**config.mk**
```make
export PLATFORM = sky130hd
export DESIGN_NAME = mm_stream_driver
export DESIGN_NICKNAME = d
export VERILOG_FILES = /design/src/rtl/mm_stream_driver.sv
export SDC_FILE = /design/constraint.sdc
export NUM_CORES = 2
export LEC_CHECK = 0
export BUFFER_PORTS_ARGS = -buffer_cell sky130_fd_sc_hd__buf_2
export CORE_UTILIZATION = 55
export DETAILED_ROUTE_END_ITERATION = 6
export GPL_TIMING_DRIVEN = 0
export PLACE_DENSITY_LB_ADDON = 0.12
export SLEW_MARGIN = 5
export SYNTH_ARGS = -nofsm -noshare
export SYNTH_HDL_FRONTEND = slang
export SYNTH_SLANG_ARGS = --single-unit
```
**constraint.sdc**
```tcl
create_clock -name clk -period 9.38 [get_ports clk]
set_input_delay 1.876 -clock clk [delete_from_list [all_inputs] [get_ports clk]]
set_output_delay 1.876 -clock clk [all_outputs]
set_load 0.02 [all_outputs]
```
**src/rtl/mm_stream_driver.sv**
```systemverilog
// ---------------------------------------------------------------------------
// mm_stream_driver
//   Stream initiator for the 4x4 matrix-multiply accelerator. A host loads
//   operand matrices A and B into a local word buffer through the config port.
//   A start pulse streams A then B (2*pN*pN words) out of the AXI-Stream
//   master, then collects pN*pN result words from the AXI-Stream slave into
//   the C region of the same buffer for host readback.
//
//   Optional build macro: MM_DRV_CYCLE_CNT_EN adds a saturating 16-bit busy
//   cycle counter, visible in the low half of the status word (address 48).
//
// Ports
//   clk, rst             clock, asynchronous active-high reset
//   cfg_we/addr/wdata    host write port (0-15 A, 16-31 B, 32-47 C)
//   cfg_rdata            registered read data, 1-cycle latency (48 = status)
//   start                launch pulse, honoured only when not busy
//   busy, done           busy in SEND/RECV; sticky completion flag
//   sm_t*                AXI-Stream master, operands to the accelerator
//   ss_t*                AXI-Stream slave, results from the accelerator
// ---------------------------------------------------------------------------
module mm_stream_driver #(
    parameter int pDATA_WIDTH = 32,
    parameter int pN          = 4
) (
    input  logic                   clk,
    input  logic                   rst,
    input  logic                   cfg_we,
    input  logic [5:0]             cfg_addr,
    input  logic [pDATA_WIDTH-1:0] cfg_wdata,
    output logic [pDATA_WIDTH-1:0] cfg_rdata,
    input  logic                   start,
    output logic                   busy,
    output logic                   done,
    input  logic                   sm_tready,
    output logic                   sm_tvalid,
    output logic [pDATA_WIDTH-1:0] sm_tdata,
    input  logic                   ss_tvalid,
    input  logic [pDATA_WIDTH-1:0] ss_tdata,
    output logic                   ss_tready
);

    localparam int         NWORDS   = pN * pN;
    localparam logic [5:0] BUF_END  = 6'(3 * NWORDS);   // first non-buffer address
    localparam logic [5:0] STAT_ADR = BUF_END;
    localparam logic [4:0] TX_LAST  = 5'(2 * NWORDS - 1);
    localparam logic [3:0] RX_LAST  = 4'(NWORDS - 1);

    localparam logic [1:0] IDLE = 2'd0;
    localparam logic [1:0] SEND = 2'd1;
    localparam logic [1:0] RECV = 2'd2;
    localparam logic [1:0] DONE = 2'd3;

    logic [1:0]             state;
    logic [4:0]             tx_cnt;
    logic [3:0]             rx_cnt;
    logic [pDATA_WIDTH-1:0] mem [0:3*NWORDS-1];

    logic start_ok;
    logic host_we;
    logic sm_hs;
    logic ss_acc;

    assign busy      = (state == SEND) || (state == RECV);
    assign start_ok  = start && !busy;
    // Host writes are blocked while busy so operands cannot change mid-run.
    assign host_we   = cfg_we && !busy && (cfg_addr < BUF_END);
    assign sm_tvalid = (state == SEND);
    assign ss_tready = (state == RECV);
    assign sm_hs     = sm_tvalid && sm_tready;
    assign ss_acc    = ss_tvalid && ss_tready;

    // tx_cnt and the buffer only change on a handshake, so sm_tdata holds
    // steady through a stall.
    assign sm_tdata  = sm_tvalid ? mem[{1'b0, tx_cnt}] : '0;

    // NOTE: the word buffer has no reset; its contents are don't-care until
    // written, and leaving it unreset lets it map onto plain RAM.
    always_ff @(posedge clk) begin
        if (host_we) begin
            mem[cfg_addr] <= cfg_wdata;
        end else if (ss_acc) begin
            mem[{2'b10, rx_cnt}] <= ss_tdata;
        end
    end

    // NOTE: all sequential state uses non-blocking assignments so every
    // register samples pre-edge values regardless of statement order.
    always_ff @(posedge clk or posedge rst) begin
        if (rst) begin
            state  <= IDLE;
            tx_cnt <= '0;
            rx_cnt <= '0;
            done   <= 1'b0;
        end else begin
            case (state)
                SEND: begin
                    if (sm_hs) begin
                        if (tx_cnt == TX_LAST) state  <= RECV;
                        else                   tx_cnt <= tx_cnt + 5'd1;
                    end
                end
                RECV: begin
                    if (ss_acc) begin
                        if (rx_cnt == RX_LAST) begin
                            state <= DONE;
                            done  <= 1'b1;
                        end else begin
                            rx_cnt <= rx_cnt + 4'd1;
                        end
                    end
                end
                default: begin  // IDLE and DONE accept a new launch
                    if (start_ok) begin
                        state  <= SEND;
                        tx_cnt <= '0;
                        rx_cnt <= '0;
                        done   <= 1'b0;
                    end
                end
            endcase
        end
    end

`ifdef MM_DRV_CYCLE_CNT_EN
    logic [15:0] cyc_cnt;

    always_ff @(posedge clk or posedge rst) begin
        if (rst) begin
            cyc_cnt <= '0;
        end else if (start_ok) begin
            cyc_cnt <= '0;
        end else if (busy && (cyc_cnt != 16'hFFFF)) begin
            cyc_cnt <= cyc_cnt + 16'd1;
        end
    end
`endif

    logic [pDATA_WIDTH-1:0] status;
    logic [pDATA_WIDTH-1:0] rd_next;

    // NOTE: every always_comb output gets a default first so no path leaves
    // it unassigned, which would infer a latch.
    always_comb begin
        status = '0;
        status[pDATA_WIDTH-1 -: 4] = {done, busy, state};
`ifdef MM_DRV_CYCLE_CNT_EN
        status[15:0] = cyc_cnt;
`endif
        rd_next = '0;
        if (cfg_addr < BUF_END)        rd_next = mem[cfg_addr];
        else if (cfg_addr == STAT_ADR) rd_next = status;
    end

    always_ff @(posedge clk or posedge rst) begin
        if (rst) cfg_rdata <= '0;
        else     cfg_rdata <= rd_next;
    end

endmodule

```
==> summary.md <==
| Metric | Value |
|---|---|
| CP Launch Type | `flop` |
| R2R setup slack | `5.22 ns` |
| CTS Hold Bufs | `0` |
| CP Max Fanout | `10` |
| Place WS | `approximately 2.8 ns` |
| CP max stage delay | `around 1.1 ns` |
| Filler cells | `between 8000 and 9000` |
| Crit path DAT | `4.90 ns` |
| Overflow after GRT | `0` |
| Vias | `a little over 40000` |
| Starting DRC count in detailed routing | `7334` |
| Cells after Synth | `approximately 3300` |
| Vias in the first global route | `40330` |
| Syn_nets | `3335` |
| Worst IR Drop VDD | `roughly 0.00025 V` |
| CTS tree | `yes` |
| Design area | `78670 um^2` |
| H-Tree Depth | `4` |
| Post-CTS sizing | `0` |
| Final Max Slew Viols | `57` |
| Placed cell area | `73190 um^2` |
| Max Cap Viol | `5` |
| Layout cells sized above 1 | `36.12%` |
| Worst Hold Class | `reg -> reg` |
| Port bufs | `141` |
| CP max stage cell | `buf_1` |
| Layout area overhead | `14.41%` |
| Critical Path RT | `7.50 ns` |
| Yosys cell types | `60` |
| Synth area leader | `edfxtp_1` |
| Min Tclk post-route | `6.779 ns` |
| Num Clock Sinks | `1580` |
| Post-synth EDFFs | `1536` |
| Clk slew on worst S/H paths | `0.06 ns` |
| Post-synth top area share | `67.08%` |
| Die area | `126400 um^2` |
| Top cells by area, synth | `edfxtp_1, mux4_2, mux2i_1` |
| Yosys warning total | `0` |
| Slew margin rel. | `-11.09%` |
| Final hold vios | `0` |
| Die X | `roughly 360 um` |
| FP Rows | `129` |
| Worst-Skew Late Latency | `between 0.8 and 0.9 ns` |
| Most frequent cells in the layout | `edfxtp_1, mux4_2, buf_2` |
| Routed len/inst | `48.78 um` |
| Die Ht | `355.6 um` |
| Core Box Area | `123800 um^2` |
| Leakage | `0.02506 uW` |
| Nets@finish | `3710` |
| Largest net degree at the start of global routing | `49` |
| Post-route clock period utilization | `72.27%` |
| Worst-path cell chain | `clkbuf_1 > clkbuf_1 > buf_1 > mux4_2 > mux4_2 > nand3_1 > o21ai_1 > buf_2` |
| Commonest non-fill, non-tap cell in the layout | `edfxtp_1` |
| Routed WL | `264000 um` |
| DRT Pass-1 Iters | `7` |
| Post-route ant nets | `0` |
| Avg Cell Area, Syn | `21.14 um^2` |
| Ys flop type | `edfxtp_1` |
| GRT Overall Usage | `42.50%` |
| Kind of critical path | `reg -> out` |
| Via density | `7.623` |
| First-pass GRT wire length | `around 350000 um` |
| Routability cong. | `1.025` |
| Maximum clock frequency | `147.5 MHz` |
| Pwr per Cell Area | `235.3 nW/um^2` |
| Initial core utilization | `55.54%` |
| Synthesis-stage register bit count | `between 1500 and 2000` |
| Postcts setup bufs | `0` |
| TritonCTS buffer count | `approximately 170` |
| Async set or reset register ratio after synthesis | `2.785%` |
| Status | `finished with violations` |
| RSZ-0062 raised after global routing | `no` |
| Mapped cell area | `about 69000 um^2` |
| Part of the Yosys area used for sequential elements | `68.68%` |
| Final Util | `63.55%` |
| # IOs | `144` |
| Clk root buf | `clkbuf_16` |
| Clock buffer depth | `3` |
| Clock Skews | `0.02357 ns` |
| Final HPWL DP | `176000 um` |
| # DRC | `40` |
| Setup ws final | `between 2 and 3 ns` |
| Final setup fails | `0` |
| Failing checks | `design-rule violations, max-capacitance violations, max-slew violations` |
| Initial antenna violation count | `19` |
| Crit end category | `output port` |
| Slew @ Worst Pin | `1.666 ns` |
path summary, 6_finish.rpt:
| kind | start | end | depth (start not counted) |
|---|---|---|---|
| hold / removal | tx_cnt[4]$_DFFE_PP0P_ | tx_cnt[4]$_DFFE_PP0P_ | 2 |
| setup reg to reg | state[0]$_DFFE_PP0P_ | mem[11][6]$_DFFE_PP_ | 10 |
| min in group asynchronous | rst | cfg_rdata[28]$_DFF_PP0_ | 2 |
| max in group asynchronous | rst | cfg_rdata[10]$_DFF_PP0_ | 3 |
| hold reg to reg | tx_cnt[4]$_DFFE_PP0P_ | tx_cnt[4]$_DFFE_PP0P_ | 2 |
| setup / recovery | tx_cnt[1]$_DFFE_PP0P_ | sm_tdata[1] | 8 |
flip-flops by register name, summed over array words and instances, names as in the netlist:
| name | cells |
|---|---|
| state | 2 |
| rx_cnt | 4 |
| tx_cnt | 5 |
| done | 1 |
| cfg_rdata | 32 |
| mem | 1536 |
area by class of cell:
type                       count  area [um^2]  area share (%)
buffer                       239         1399           1.778
antenna                       10        25.02         0.03181
clock buffer                 213         4476           5.689
clock inverter                91        905.9           1.152
multi-input combinational   1396        20450           25.99
inverter                      38        145.1          0.1845
timing repair buffer         208         1996           2.537
tap                         1637         2048           2.604
sequential                  1580        47230           60.03
synth_stat cells, types with 7 or more instances:
| cell | n |
|---|---|
| mux2i_1 | 160 |
| clkinv_1 | 7 |
| o32ai_1 | 12 |
| nand2_1 | 46 |
| a22oi_1 | 33 |
| clkbuf_1 | 89 |
| o21ai_1 | 37 |
| dfrtp_1 | 44 |
| a211oi_1 | 23 |
| buf_6 | 21 |
| inv_1 | 31 |
| o22ai_1 | 34 |
| buf_2 | 65 |
| a21oi_1 | 48 |
| a221oi_1 | 31 |
| o21ai_0 | 9 |
| mux2_2 | 72 |
| nand2b_1 | 14 |
| a22o_1 | 28 |
| a211o_1 | 11 |
| o221ai_1 | 32 |
| nand3_1 | 38 |
| buf_1 | 26 |
| buf_8 | 9 |
| mux4_2 | 633 |
| nor2_1 | 67 |
| buf_4 | 27 |
| edfxtp_1 | 1536 |
critical path: cells and delay by family, from the launching register on:
| family | cells | cell delay, ns |
|---|---|---|
| simple gates | 1 | 0.13 |
| compound gates | 1 | 0.22 |
| mux | 2 | 1.05 |
| flops | 1 | 0.36 |
| buf+inv | 4 | 2.33 |
stage by stage:
stage          hold WS [ns]  power, uW  std cells  TNS, ns
2_1_floorplan        0.5447      10340       3253        0
3_3_place_gp         0.6070      11790       5031   -1.946
3_5_place_dp         0.6143      11900       5094        0
4_1_cts              0.6326      18380       5398        0
5_1_grt              0.6521      18760       5402        0
6_report             0.6307      18510       5412        0
routing by layer:
metal / track usage (%) / vias to the layer above / wire, um
li1: - / 14890 / -
met1: 54.82 / 21770 / 88550
met2: 60.04 / 3750 / 113200
met3: 15.43 / 835 / 39150
met4: 30.29 / 10 / 23050
met5: 0 / - / 61
cells by family after synthesis:
logic type,count (synthesis),synth area share (%)
compound gates,324,3.394
xor+xnor,3,0.03822
fa+ha+maj,6,0.1092
buf+inv,277,2.202
flops,1580,68.68
mux,865,24.24
simple gates,198,1.336
power breakdown:
group / total (uW) / internal, uW / switching, uW
combinational: 3770 / 1310 / 2460
clock: 6630 / 3810 / 2820
sequential: 8110 / 8070 / 42.2
No activity file was read; power rests on OpenSTA's default activity.
